[config.mk]
export PLATFORM = sky130hd
export DESIGN_NAME = spi_master
export DESIGN_NICKNAME = d
export VERILOG_FILES = /design/src/rtl/spi_pkg.sv /design/src/rtl/spi_bit_counter.sv /design/src/rtl/spi_master.sv
export SDC_FILE = /design/constraint.sdc
export NUM_CORES = 1
export LEC_CHECK = 0
export ABC_AREA = 1
export CAP_MARGIN = 20
export CORE_MARGIN = 1
export CORE_UTILIZATION = 55
export DETAILED_ROUTE_END_ITERATION = 16
export PLACE_DENSITY_LB_ADDON = 0.2
export SYNTH_ARGS = -nofsm -noshare
export SYNTH_HDL_FRONTEND = slang
export SYNTH_SLANG_ARGS = --single-unit
[constraint.sdc]
create_clock -name clk -period 4.9 [get_ports clk]
set_clock_uncertainty 0.15 [all_clocks]
set_input_delay 0.49 -clock clk [delete_from_list [all_inputs] [get_ports clk]]
set_output_delay 0.49 -clock clk [all_outputs]
set_load 0.05 [all_outputs]
[src/rtl/spi_pkg.sv]
// Shared definitions for the AES-over-SPI master: FSM encoding, phase lengths
// and the load/readback mode levels.
package spi_pkg;

    typedef enum logic [2:0] {
        StIdle,
        StMsg,
        StKey,
        StGap,
        StRead,
        StFin
    } state_t;

    localparam int unsigned MSG_BITS    = 128;
    localparam int unsigned READ_CYCLES = 129;
    // Wide enough for 255 gap cycles, 256 key bits and 129 read cycles.
    localparam int unsigned CNT_W       = 9;

    localparam logic MODE_ENCR = 1'b0;
    localparam logic MODE_DECR = 1'b1;

endpackage

[src/rtl/spi_bit_counter.sv]
// Loadable down-counter that times every phase of the SPI master; tc flags zero.
module spi_bit_counter
    import spi_pkg::*;
(
    input  logic             clk,
    input  logic             rst_n,
    input  logic             load,
    input  logic             en,
    input  logic [CNT_W-1:0] load_val,
    output logic [CNT_W-1:0] count,
    output logic             tc
);

    always_ff @(posedge clk or negedge rst_n) begin
        if (!rst_n) begin
            count <= '0;
        end else if (load) begin
            count <= load_val;
        end else if (en && count != '0) begin
            count <= count - CNT_W'(1);
        end
    end

    assign tc = (count == '0);

endmodule

[src/rtl/spi_master.sv]
// SPI master that shifts an AES block and key out LSB first, waits, then reads
// the 128-bit result back from the slave on the shared system clock.
module spi_master
    import spi_pkg::*;
#(
    parameter int unsigned Nk          = 4,
    parameter int unsigned WAIT_CYCLES = 4
) (
    input  logic                clk,
    input  logic                rst_n,
    input  logic                start,
    input  logic [MSG_BITS-1:0] msg_in,
    input  logic [Nk*32-1:0]    key_in,
    input  logic                SOMI,
    output logic                SIMO,
    output logic                CSS,
    output logic                mode,
    output logic                busy,
    output logic                done,
    output logic [MSG_BITS-1:0] result
);

    localparam int unsigned KEY_BITS = Nk * 32;

    state_t              state;
    logic [MSG_BITS-1:0] msg_sr;
    logic [KEY_BITS-1:0] key_sr;
    logic                cnt_load;
    logic [CNT_W-1:0]    cnt_val;
    logic [CNT_W-1:0]    cnt;
    logic                cnt_tc;

    assign busy = (state != StIdle);

    // Each phase loads the counter with its length minus one on entry.
    always_comb begin
        cnt_load = 1'b0;
        cnt_val  = '0;
        case (state)
            StIdle: if (start) begin
                cnt_load = 1'b1;
                cnt_val  = CNT_W'(MSG_BITS - 1);
            end
            StMsg: if (cnt_tc) begin
                cnt_load = 1'b1;
                cnt_val  = CNT_W'(KEY_BITS - 1);
            end
            StKey: if (cnt_tc) begin
                cnt_load = 1'b1;
                cnt_val  = CNT_W'(WAIT_CYCLES - 1);
            end
            StGap: if (cnt_tc) begin
                cnt_load = 1'b1;
                cnt_val  = CNT_W'(READ_CYCLES - 1);
            end
            default: ;
        endcase
    end

    spi_bit_counter u_cnt (
        .clk      (clk),
        .rst_n    (rst_n),
        .load     (cnt_load),
        .en       (busy),
        .load_val (cnt_val),
        .count    (cnt),
        .tc       (cnt_tc)
    );

    always_ff @(posedge clk or negedge rst_n) begin
        if (!rst_n) begin
            state  <= StIdle;
            msg_sr <= '0;
            key_sr <= '0;
            SIMO   <= 1'b0;
            CSS    <= 1'b1;
            mode   <= MODE_ENCR;
            done   <= 1'b0;
            result <= '0;
        end else begin
            case (state)
                StIdle: if (start) begin
                    SIMO   <= msg_in[0];
                    msg_sr <= msg_in >> 1;
                    key_sr <= key_in;
                    CSS    <= 1'b0;
                    state  <= StMsg;
                end
                StMsg: if (cnt_tc) begin
                    SIMO   <= key_sr[0];
                    key_sr <= key_sr >> 1;
                    state  <= StKey;
                end else begin
                    SIMO   <= msg_sr[0];
                    msg_sr <= msg_sr >> 1;
                end
                StKey: if (cnt_tc) begin
                    SIMO  <= 1'b0;
                    state <= StGap;
                end else begin
                    SIMO   <= key_sr[0];
                    key_sr <= key_sr >> 1;
                end
                StGap: if (cnt_tc) begin
                    mode  <= MODE_DECR;
                    state <= StRead;
                end
                StRead: begin
                    // The slave registers SOMI, so the first read cycle carries no data.
                    if (cnt != CNT_W'(READ_CYCLES - 1)) begin
                        result <= {SOMI, result[MSG_BITS-1:1]};
                    end
                    if (cnt_tc) begin
                        mode  <= MODE_ENCR;
                        CSS   <= 1'b1;
                        done  <= 1'b1;
                        state <= StFin;
                    end
                end
                StFin: begin
                    done  <= 1'b0;
                    state <= StIdle;
                end
                default: state <= StIdle;
            endcase
        end
    end

endmodule

Word level (Yosys, flattened, before mapping)
Cells that the tools add are included.
{ "classes": {"eq_ne": 13, "reduce_logical": 20, "mux": 33, "addsub": 1} }
{ "op_table": {"columns": ["op", "n"], "rows": [
  ["128-bit two-way mux", 5],
  ["128-bit case mux with 3 select lines", 1],
  ["128-bit case mux with 2 select lines", 1],
  ["8-bit case mux with 4 select lines", 1],
  ["9-bit two-way mux", 2],
  ["3-bit two-way mux", 5],
  ["3-bit case mux with 5 select lines", 1],
  ["7-bit two-way mux", 2],
  ["2-bit != test (second input constant)", 7],
  ["2-bit nonzero test", 5],
  ["9-bit zero test", 1],
  ["9-bit by 8-bit != test with 1-bit output (second input constant)", 1],
  ["3-bit AND reduction", 3],
  ["9-bit nonzero test", 1],
  ["9-bit by 1-bit subtractor with 9-bit output (second input constant)", 1],
  ["1-bit two-way mux", 8],
  ["8-bit two-way mux", 1],
  ["1-bit case mux with 2 select lines", 4],
  ["3-bit by 2-bit equality test with 1-bit output (second input constant)", 2],
  ["3-bit equality test (second input constant)", 2],
  ["2-bit AND reduction", 3],
  ["3-bit nonzero test", 2],
  ["5-bit AND reduction", 1],
  ["4-bit AND reduction", 1],
  ["6 further kinds", 6]
]} }
{ "word_totals": {"inputBits": 260, "regBits": 400, "word_cells": 76, "output_inout_bits": 133} }

Logic depth before layout (Yosys ltp)
Gate-level depths: netlist (run 1).
{ "depth": {"word_depth": 4, "ltp_mapped": 14, "ltp_nobuf": 11} }

Cells and area by module
From an unflattened synthesis (run 1), not the netlist that was laid out.
{ "hier_totals": {"hier_cells": 2394, "hier_area_um2": 18829.3} }
{ "modules_own_cells": {"columns": ["mod", "n_inst", "area_each_um2", "seq_area_each_um2", "cells_per_inst"], "rows": [
  ["spi_master", 1, 18169.9, 9760.6, 2295],
  ["spi_bit_counter", 1, 659.4, 225.2, 99]
]} }

Least setup slack after synthesis (run 1)
OpenSTA, ideal clock, no wires.
{ "synth_timing": {"path_type": "register to register", "from": "register u_cnt.count[0]", "to": "register key_sr[96]", "required_ns": 4.619, "arrival_time_ns": 1.884, "path_buffers": 4, "path_stages_with_launch": 14, "setup_ns": 0.131, "setup_slack_ns": 2.736, "synth_period_minus_slack_ns": 2.164, "cell_sequence": "dfrtp_1 -> inv_1 -> ha_1 -> nand2_1 -> nor2_1 -> nand3_1 -> a21oi_2 -> nand2_2 -> buf_6 -> buf_6 -> buf_6 -> buf_6 -> nand2_2 -> o21ai_2"} }
{ "synth_between": {"elab_chain_len": 3, "elab_cells_between_ends": 4, "cone_classes": "eq/ne (2); reduce/logical (2)"} }
{ "synth_rtl": {"columns": ["element", "line_no", "rtl"], "rows": [
  ["start: declaration", "spi_bit_counter.sv:10", "output logic [CNT_W-1:0] count,"],
  ["start signal: assignment", "spi_bit_counter.sv:18", "count <= load_val;"],
  ["start signal: assignment", "spi_bit_counter.sv:20", "count <= count - CNT_W'(1);"],
  ["9-bit zero test (*)", "spi_bit_counter.sv:24", "assign tc = (count == '0);"],
  ["2-bit != test (no line)", null, null],
  ["4-bit AND reduction (no line) (*)", null, null],
  ["end signal: assignment", "spi_master.sv:85", "key_sr <= key_in;"],
  ["end signal: assignment", "spi_master.sv:91", "key_sr <= key_sr >> 1;"],
  ["end signal: assignment", "spi_master.sv:102", "key_sr <= key_sr >> 1;"],
  ["end: declaration", "spi_master.sv:27", "logic [KEY_BITS-1:0] key_sr;"]
]} }
Every way passes the cells marked *; elsewhere a longest branch is shown, timed or not.
A chain may end at the register's enable or synchronous reset.

Final worst setup path (run 1)
{ "layout_timing": {"from": "register state[1]", "to": "register msg_sr[119]"} }
{ "layout_between": {"elab_chain_len": 3, "elab_cells_between_ends": 7, "cone_classes": "eq/ne (3); mux (1); reduce/logical (3)"} }
{ "layout_rtl": {"columns": ["element", "line_no", "rtl"], "rows": [
  ["start: declaration", "spi_master.sv:25", "state_t state;"],
  ["start signal: assignment", "spi_master.sv:72", "state <= StIdle;"],
  ["start signal: assignment", "spi_master.sv:87", "state <= StMsg;"],
  ["start signal: assignment", "spi_master.sv:92", "state <= StKey;"],
  ["3-bit by 1-bit equality test with 1-bit output / 3-bit zero test (equally long branches)", "spi_master.sv:81", "case (state)"],
  ["2-bit != test (no line) / 2-bit nonzero test (equally long branches)", null, null],
  ["3-bit AND reduction (no line)", null, null],
  ["end signal: assignment", "spi_master.sv:84", "msg_sr <= msg_in >> 1;"],
  ["end signal: assignment", "spi_master.sv:95", "msg_sr <= msg_sr >> 1;"],
  ["end: declaration", "spi_master.sv:26", "logic [MSG_BITS-1:0] msg_sr;"]
]} }
Several ways; a longest one is shown, not always the timed one.

==> results of run 1 <==
cell usage in the layout (no fill, tap or decap), types with 7 or more instances in the layout:
cell             instances
nand2_1                500
o21ai_0                408
dfrtp_1                398
clkdlybuf4s50_1        391
inv_1                  212
mux2i_1                127
nor2_1                  78
a21oi_1                 64
clkbuf_16               43
o21ai_1                 36
nand3_1                 17
clkbuf_8                16
nand2_2                 11
o21ai_2                 10
buf_4                    8
clkbuf_1                 7
cell families after synthesis:
group                    count (synthesis)
AO/OA/AOI/OAI                          521
XOR/XNOR                                 4
AND/OR/NAND/NOR                        616
flip-flops                             399
adder cells (fa/ha/maj)                  1
buffers and inverters                  344
multiplexers                           127
sequential cells by signal, summed over array words and instances, names as in the netlist:
name / count
key_sr: 128
result: 128
msg_sr: 127
u_cnt.count: 9
state: 3
CSS: 1
SIMO: 1
done: 1
mode: 1
power by group:
part / total (uW) / switching, uW / internal, uW
Sequential: 5790 / 838 / 4950
Clock: 3270 / 1270 / 2000
Combinational: 8630 / 5670 / 2960
Total: 17700 / 7770 / 9910
area by class of cell:
| type | count | area (um2) |
|---|---|---|
| Clock inverter | 8 | 121 |
| Timing Repair Buffer | 407 | 4130 |
| Sequential cell | 399 | 9990 |
| Clock buffer | 66 | 1320 |
| Tap cell | 402 | 503 |
| Fill cell | 2282 | 8360 |
| Multi-Input combinational cell | 1269 | 6390 |
| Inverter | 217 | 820 |
what timing repair did:
item | 4_1_cts | 5_1_grt
endpoints found under the setup margin | 0 | 0
endpoints found under the hold margin | 101 | 0
hold buffers | 1 | 0
synth_stat cells, drive strengths merged:
master / count / share of area [%]
buf: 57 / 1.8
o21ai: 455 / 13
nand2: 513 / 11
mux2i: 127 / 7.2
nor2: 80 / 1.7
nand3b: 1 / 0.042
dfrtp: 398 / 56
inv: 217 / 4.6
a21oi: 65 / 1.9
nand4: 1 / 0.035
dfstp: 1 / 0.15
o21a: 1 / 0.042
nand3: 18 / 0.54
xor2: 4 / 0.20
clkbuf: 70 / 1.5
nor3: 3 / 0.085
ha: 1 / 0.071
layer usage:
metal	wire (um)	up-vias
li1	-	7095
met1	17200	6677
met2	19800	405
met3	3310	82
met4	1240	6
met5	34	-
worst max-delay path, cell delays in order (launching register included):
cell and delay, ns:
dfrtp_1 0.45, inv_2 0.10, nand3_4 0.48, buf_4 0.51, buf_4 0.87, o21ai_0 0.18, nand2_1 0.12, o21ai_0 0.11
worst max path at each step:
stage                        to
finish              msg_sr[119]
global route        msg_sr[119]
CTS                  key_sr[55]
detailed placement   key_sr[55]
global placement     key_sr[55]
floorplan            key_sr[96]
stage by stage:
step	utilization (%)	setup slack, ns	instance area [um2]
finish	73.6	1.66	23300
global route	73.6	1.29	23300
CTS	73.4	1.54	23200
detailed placement	68.8	1.57	21800
global placement	68.8	1.65	21800
floorplan	-	2.74	17700
==> impl_metrics.json, run 1 <==
{
  "worst-path-max-fanout": 131,
  "synthAdderAreaFrac_pct": 0.0705,
  "grt_max_degree": 257,
  "drt_first_pass_iters": 5,
  "vias_per_cell": 5.15,
  "clock-sinks": 399,
  "regToRegSetupSlack_ns": 1.66,
  "syn_nets": 2273,
  "tns_ns": 0,
  "ys_ff_latch": 399,
  "cts_max_level": 2,
  "cts_made_buffers": 42,
  "diodes": 0,
  "worstPathRequired_ns": 5.11,
  "worst_pin_slew_ns": 1.05,
  "ios": 393,
  "r2r-end": "msg_sr[119]",
  "grt_pass1_wl_um": 67900,
  "instances_no_fill": 2768,
  "syn_inst": 2012,
  "drc_errors": 0,
  "cp-start-kind": "register",
  "syn_area_um2": 17700,
  "cp-startpoint": "state[1]",
  "report.final.slew_viol_count": 0,
  "cts_tree": "yes",
  "drive_gt1_share_pct": 4.90,
  "synthSimpleGateAreaFrac_pct": 13.4,
  "clk_pin_slew_ns": 0.06,
  "grt_pass1_vias": 13900,
  "avgSynthCellArea_um2": 8.82,
  "clk_latency_ns": 0.53,
  "end_kind": "register",
  "start_util_pct": 56.1,
  "ctsRootBufferMaster": "clkbuf_16",
  "hp-class": "register to register",
  "track_usage_pct": 25.3,
  "period_minus_slack_ns": 3.24,
  "p_leak_uw": 0.0111,
  "total_power_uw": 17700,
  "fmax_mhz": 308,
  "place_congestion": 0.800,
  "grt_antenna_before_repair": 3,
  "postRouteAntennaNets": 0,
  "grt.overflow.total": 0,
  "post_cts_buffers": 0,
  "worstHoldEndpoint": "CSS",
  "path_class": "register to register",
  "use_met1_pct": 31.9,
  "holdCritStartpoint": "CSS",
  "drt_wl_total_um": 41600,
  "synth_top_family_by_area": "compound AO/OA/AOI/OAI gates",
  "core.rowCount": 65,
  "rsz0062_at_grt": "false",
  "drt_iter0_markers": 1037,
  "max_slew_margin_pct": 30.1,
  "dp_cells": 2691,
  "fin_nets": 2597,
  "r2r.worst_path.cells": 7,
  "clk_path_buf_depth": 3,
  "die_area_um2": 33000,
  "status": "finished clean",
  "max_cap_violations": 0,
  "seq_area_frac_synth_pct": 56.3,
  "hold-path-cell-count": 2,
  "setup_violations": 0,
  "irDropWorstVdd_mv": 0.687,
  "period_share_pct": 66.2,
  "post-dp-hpwl_um": 28100,
  "yosys_warnings": 0,
  "synth_xor_area_share_pct": 0.197,
  "top_usage_layer": "met2",
  "wl_per_cell_um": 15.0,
  "portBuffers": 392,
  "grtUsageMet2_pct": 42.2,
  "r2r-start": "state[1]",
  "muxShareOfSynthArea_pct": 7.17,
  "core_um2": 31600,
  "die_width_um": 182,
  "holdWs_ns": 0.329,
  "die_height_um": 182,
  "finalHoldViolCount": 0,
  "synth_cell_type_count": 28,
  "vias": 14300,
  "met3_usage_pct": 7.16,
  "synth_compound_area_share_pct": 14.9,
  "cts_resized": 0,
  "synthToLayoutAreaGrowth_pct": 31.2,
  "power_density_nw_per_um2": 760,
  "crit_arrival_ns": 3.45
}
No activity file was read; power rests on OpenSTA's default activity.
==> run 2: changes to the inputs <==
--- a/config.mk
+++ b/config.mk
@@ -8,7 +8,7 @@
 export ABC_AREA = 1
 export CAP_MARGIN = 20
 export CORE_MARGIN = 1
-export CORE_UTILIZATION = 55
+export CORE_UTILIZATION = 46
 export DETAILED_ROUTE_END_ITERATION = 16
 export PLACE_DENSITY_LB_ADDON = 0.2
 export SYNTH_ARGS = -nofsm -noshare
==> constraint.sdc (replaced) <==
create_clock -name clk -period 2.8 [get_ports clk]
set_clock_uncertainty 0.15 [all_clocks]
set_input_delay 0.28 -clock clk [delete_from_list [all_inputs] [get_ports clk]]
set_output_delay 0.28 -clock clk [all_outputs]
set_load 0.05 [all_outputs]
==> run 2 against run 1 <==
Cell area is 1.5% higher. Largest cell class unchanged. Critical path depth rose by 4. Critical endpoint is now key_sr[124]. First-iteration DRC count is 14% lower.
==> impl_metrics.json, run 2 (synthesized netlist as in run 1, its figures left out) <==
{
  "track_usage_pct": 21.4,
  "worstPathRequired_ns": 3.13,
  "hp-class": "input port to asynchronous set/reset pin",
  "drc_errors": 0,
  "rsz0062_at_grt": "false",
  "end_kind": "register",
  "clock-sinks": 399,
  "drt_first_pass_iters": 6,
  "regArea_um2": 9990,
  "cts_resized": 0,
  "power_density_nw_per_um2": 1320,
  "p_seq_share_pct": 32.4,
  "diodes": 0,
  "wl_per_cell_um": 14.5,
  "top_regs": "key_sr x128, result x128, msg_sr x127",
  "ios": 393,
  "pwr-share-clk_pct": 18.0,
  "core_um2": 37800,
  "die_height_um": 198,
  "p_sw_share_pct": 43.8,
  "grt_pass1_vias": 13400,
  "cp-start-kind": "register",
  "max_stage_delay_ns": 0.37,
  "synthToLayoutAreaGrowth_pct": 33.2,
  "status": "finished clean",
  "hold_buffers": 1,
  "path_class": "register to register",
  "period_minus_slack_ns": 2.42,
  "setup_violations": 0,
  "start_util_pct": 46.9,
  "irDropWorstVdd_mv": 1.41,
  "crit_chain": "inv_1 > ha_1 > nand2_1 > nor2_1 > nand3_1 > inv_1 > nand2_1 > nand2_8 > buf_4 > nand2_1 > o21ai_1",
  "fin_nets": 2613,
  "post_cts_buffers": 0,
  "core.rowCount": 71,
  "die_width_um": 198,
  "place_congestion": 0.809,
  "cts_tree": "yes",
  "worst-path-max-fanout": 43,
  "fillers": 3216,
  "die_area_um2": 39400,
  "finalHoldViolCount": 0,
  "cts_max_level": 2,
  "worst_pin_slew_ns": 0.894,
  "clk_latency_ns": 0.56,
  "final_common_cell": "nand2_1",
  "max_slew_margin_pct": 40.4,
  "p_sw_uw": 13600,
  "crit_arrival_ns": 2.75,
  "grt_max_degree": 242,
  "vias": 14300,
  "cts_made_buffers": 42,
  "grt_pass1_wl_um": 67100,
  "vias_per_cell": 4.93,
  "fmax_mhz": 413,
  "holdWs_ns": 0.137,
  "report.final.slew_viol_count": 0,
  "r2r.worst_path.cells": 11,
  "tns_ns": 0,
  "final_cell_mix": "nand2_1, o21ai_0, dfrtp_1",
  "grt_antenna_before_repair": 2,
  "drt_wl_total_um": 42000,
  "postRouteAntennaNets": 0,
  "power_frac_comb_pct": 49.6,
  "post-dp-hpwl_um": 29000,
  "clk_path_buf_depth": 3,
  "portBuffers": 392,
  "multi_input_area_um2": 6390,
  "crit_path_top_delay_cell": "dfrtp_1",
  "p_leak_uw": 0.0112,
  "period_share_pct": 86.4,
  "ctsRootBufferMaster": "clkbuf_16",
  "cpMostUsedCell": "nand2_1",
  "grt.overflow.total": 0,
  "drive_gt1_share_pct": 5.46,
  "max_cap_violations": 0,
  "clk_pin_slew_ns": 0.06,
  "drt_iter0_markers": 894,
  "power.internal_uw": 17500
}
-- run 2: path summary, 6_finish.rpt --
check	to	start	slack, ns
max	key_sr[124]	u_cnt.count[0]	0.38
min	result[21]	rst_n	0.14
max reg2reg	key_sr[124]	u_cnt.count[0]	0.38
min reg2reg	CSS	CSS	0.32
max in group asynchronous	CSS	rst_n	1.55
min in group clk	key_sr[127]	key_in[127]	0.14
-- run 2: layout make-up --
type	count	area share [%]
Clock buffer	68	5.68
Clock inverter	6	0.275
Inverter	217	3.47
Multi-Input combinational cell	1269	27.1
Sequential cell	399	42.3
Tap cell	511	2.71
Timing Repair Buffer	423	18.6
-- run 2: critical path: cells and delay by family, from the launching register on --
family	cells	cell delay (ns)
AO/OA/AOI/OAI	1	0.08
adder cells (fa/ha/maj)	1	0.25
buffers and inverters	3	0.56
flip-flops	1	0.37
AND/OR/NAND/NOR	6	0.89
-- run 2: power groups by stage --
stage	registers, uW	clock network [uW]	logic, uW
final	10100	5600	15400
after global placement	10100	0	15100
after CTS	10100	5770	15600
after detailed placement	10200	0	15500
after floorplan	13000	0	8150
after global routing	10400	6000	17000
-- run 2: per-layer routing --
| layer | track usage (%) | routed length (um) | vias to the layer above |
|---|---|---|---|
| met5 | 0 | 15 | - |
| met4 | 8.10 | 1280 | 2 |
| met3 | 5.31 | 2840 | 77 |
| met2 | 33.6 | 19500 | 361 |
| met1 | 28.5 | 18400 | 6684 |
| li1 | - | - | 7131 |
-- run 2: metrics by stage --
step | util, % | worst slack (ns) | cell area, um2 | instances | total power (uW)
2_1_floorplan | - | 0.636 | 17700 | 2012 | 21100
3_3_place_gp | 58.7 | 0.475 | 22200 | 2818 | 25100
3_5_place_dp | 58.7 | 0.400 | 22200 | 2818 | 25700
4_1_cts | 62.5 | 0.348 | 23600 | 2893 | 31400
5_1_grt | 62.5 | 0.131 | 23600 | 2893 | 33400
6_report | 62.5 | 0.381 | 23600 | 2893 | 31100
==> run 3: changes to the inputs <==
--- a/config.mk
+++ b/config.mk
@@ -5,7 +5,6 @@
 export SDC_FILE = /design/constraint.sdc
 export NUM_CORES = 1
 export LEC_CHECK = 0
-export ABC_AREA = 1
 export CAP_MARGIN = 20
 export CORE_MARGIN = 1
 export CORE_UTILIZATION = 46
==> run 3 against run 2 <==
Clock power up 3.9%. Sequential power fell by 30%. Worst hold slack got worse by 0.017 ns. Combinational power is 83% lower. Synthesized cell count down 25%. Sequential share of layout area fell by 1.4 points. Largest power group is now sequential cells. Total power decreased by 50%. Via count down 11%.
==> impl_metrics.json, run 3 <==
{
  "fin_nets": 2159,
  "drive_gt1_share_pct": 25.9,
  "setup_violations": 0,
  "portBuffers": 392,
  "final_cell_mix": "dfrtp_1, clkdlybuf4s50_1, nand2_1",
  "holdWs_ns": 0.120,
  "seq_area_frac_synth_pct": 54.9,
  "drt_iter0_markers": 679,
  "track_usage_pct": 21.4,
  "max_cap_violations": 0,
  "status": "finished clean",
  "synth_top_cell_by_area": "dfrtp_1",
  "core.rowCount": 72,
  "netlist_top_cells_count": "dfrtp_1, nand2_1, mux2_2",
  "max_slew_margin_pct": 55.5,
  "ys_ff_latch": 399,
  "stdcell_area_um2": 24400,
  "fmax_mhz": 364,
  "grt_pass1_vias": 13000,
  "max_stage_delay_ns": 0.51,
  "cts_tree": "yes",
  "grt_max_degree": 128,
  "worstPathRequired_ns": 3.08,
  "r2r-end": "key_sr[111]",
  "async_flop_share_pct": 100,
  "synthSimpleGateAreaFrac_pct": 9.40,
  "rsz0062_at_grt": "true",
  "yosysTopAreaCellShare_pct": 54.7,
  "yosys_warnings": 0,
  "die_height_um": 201,
  "ys.flop_type": "dfrtp_1",
  "muxShareOfSynthArea_pct": 25.8,
  "synthAdderAreaFrac_pct": 0.0688,
  "r2r.worst_path.cells": 8,
  "utilization_pct": 63.0,
  "drt_wl_total_um": 42900,
  "die_width_um": 201,
  "period_share_pct": 98.1,
  "core_um2": 38800,
  "worst-path-max-fanout": 13,
  "cts_made_buffers": 44,
  "instances_no_fill": 2449,
  "irDropWorstVdd_mv": 0.468,
  "syn_area_um2": 18200,
  "synth_compound_area_share_pct": 6.07,
  "path_class": "register to register",
  "hp-class": "input port to asynchronous set/reset pin",
  "report.final.slew_viol_count": 0,
  "vias": 12700,
  "synth_edf_count": 0,
  "clk_pin_slew_ns": 0.06,
  "die_area_um2": 40400,
  "cts_max_level": 2,
  "period_minus_slack_ns": 2.75,
  "cp-start-kind": "register",
  "post_cts_buffers": 0,
  "grt.overflow.total": 0,
  "post-dp-hpwl_um": 29400,
  "use_met1_pct": 29.8,
  "synth_cell_type_count": 51,
  "final_common_cell": "dfrtp_1",
  "clk_latency_ns": 0.55,
  "dpl_cell_area_um2": 22900,
  "wl_per_cell_um": 17.5,
  "top_regs": "key_sr x128, result x128, msg_sr x127",
  "avgSynthCellArea_um2": 12.0,
  "dp_cells": 2368,
  "met3_usage_pct": 4.61,
  "regToRegSetupSlack_ns": 0.05,
  "synth_xor_area_share_pct": 0.0963,
  "finalHoldViolCount": 0,
  "synth_area_leaders": "dfrtp_1, mux2_2, mux2_4",
  "cp_top_family": "simple AND/OR/NAND/NOR gates",
  "crit_chain": "inv_2 > ha_4 > or4b_4 > or4_4 > a21oi_4 > buf_12 > clkbuf_16 > mux2_1",
  "worst_pin_slew_ns": 0.665,
  "postRouteAntennaNets": 0,
  "drt_first_pass_iters": 6,
  "place_congestion": 0.838,
  "clk_path_buf_depth": 3,
  "syn_nets": 1772,
  "crit_arrival_ns": 3.03,
  "grt_pass1_wl_um": 69700,
  "path_buf_inv": 3,
  "ctsRootBufferMaster": "clkbuf_16",
  "grt_antenna_before_repair": 4,
  "top_usage_layer": "met2",
  "synth_top_family_by_area": "multiplexers",
  "p_leak_uw": 0.0113,
  "end_kind": "register",
  "grtUsageMet2_pct": 33.5,
  "r2r-start": "u_cnt.count[0]",
  "power_density_nw_per_um2": 633,
  "drc_errors": 0,
  "synthToLayoutAreaGrowth_pct": 34.3,
  "start_util_pct": 46.9,
  "syn_inst": 1511,
  "crit_path_top_delay_cell": "or4_4",
  "vias_per_cell": 5.20,
  "clock-sinks": 399,
  "yosysMostFrequentCell": "dfrtp_1",
  "ios": 393
}
## run 3: cell count changes in the layout (fill, tap and decap cells not counted), moves of 36 or more
cell,change
inv_1,-203
nand2_1,-238
o21ai_1,-36
mux2_2,+261
mux2i_1,-121
a31oi_1,+129
o21ai_0,-398
nor2_1,+65
a21oi_1,-55
mux2_4,+100
## run 3: worst register-to-register path: cells and delay by family (launching register included)
kind / cells / cell delay (ns)
AOI/OAI and AO/OA: 1 / 0.16
adders and majority gates: 1 / 0.13
buffers and inverters: 3 / 0.50
DFF: 1 / 0.39
muxes: 1 / 0.34
and+or+nand+nor: 2 / 0.97
## run 3: cells by family after synthesis
logic type	after synthesis
compound gates	172
xor+xnor	2
fa+ha+maj	1
buf+inv	119
flops	399
mux	384
simple gates	434
## run 3: worst max path at each step
stage,from,end,slack (ns),cells past startpoint
global route,u_cnt.count[0],key_sr[111],-0.02,8
finish,u_cnt.count[0],key_sr[111],0.05,8
CTS,u_cnt.count[1],key_sr[5],0.02,8
global placement,u_cnt.count[1],key_sr[4],0.07,8
detailed placement,u_cnt.count[1],key_sr[4],-0.008,8
floorplan,u_cnt.count[0],key_sr[100],0.04,9
## run 3: timing repair
item	in CTS	in global routing
hold buffers	1	0
hold endpoints to repair	118	0
cloned	0	1
setup endpoints to repair	9	62
gates resized for setup	3	1
## run 3: per-layer routing
| layer | up-vias | share of wire, % |
|---|---|---|
| met5 | - | 0.026 |
| met3 | 63 | 5.9 |
| li1 | 6049 | - |
| met4 | 2 | 2.3 |
| met2 | 369 | 46 |
| met1 | 6260 | 46 |
## run 3: final cells by class
| cell class | count | area [um2] |
|---|---|---|
| Fill cell | 3007 | 14400 |
| Clock inverter | 11 | 159 |
| Multi-Input combinational cell | 993 | 7610 |
| Antenna cell | 3 | 7.51 |
| Tap cell | 518 | 648 |
| Clock buffer | 65 | 1290 |
| Sequential cell | 399 | 9990 |
| Inverter | 11 | 41.3 |
| Timing Repair Buffer | 449 | 4700 |
## run 3: through the flow
stage	worst slack (ns)	total power, uW	setup TNS (ns)
3_5_place_dp	-0.00844	9760	-0.00844
6_report	0.0544	15500	0
4_1_cts	0.0210	15700	0
5_1_grt	-0.0165	16300	-0.350
3_3_place_gp	0.0742	9650	0
2_1_floorplan	0.0395	8680	0
## run 3: power by group
group	switching [uW]	internal, uW	leakage [uW]
clock network	2280	3540	0.000716
registers	441	6600	0.00535
logic	1300	1320	0.00519
total	4020	11500	0.0113
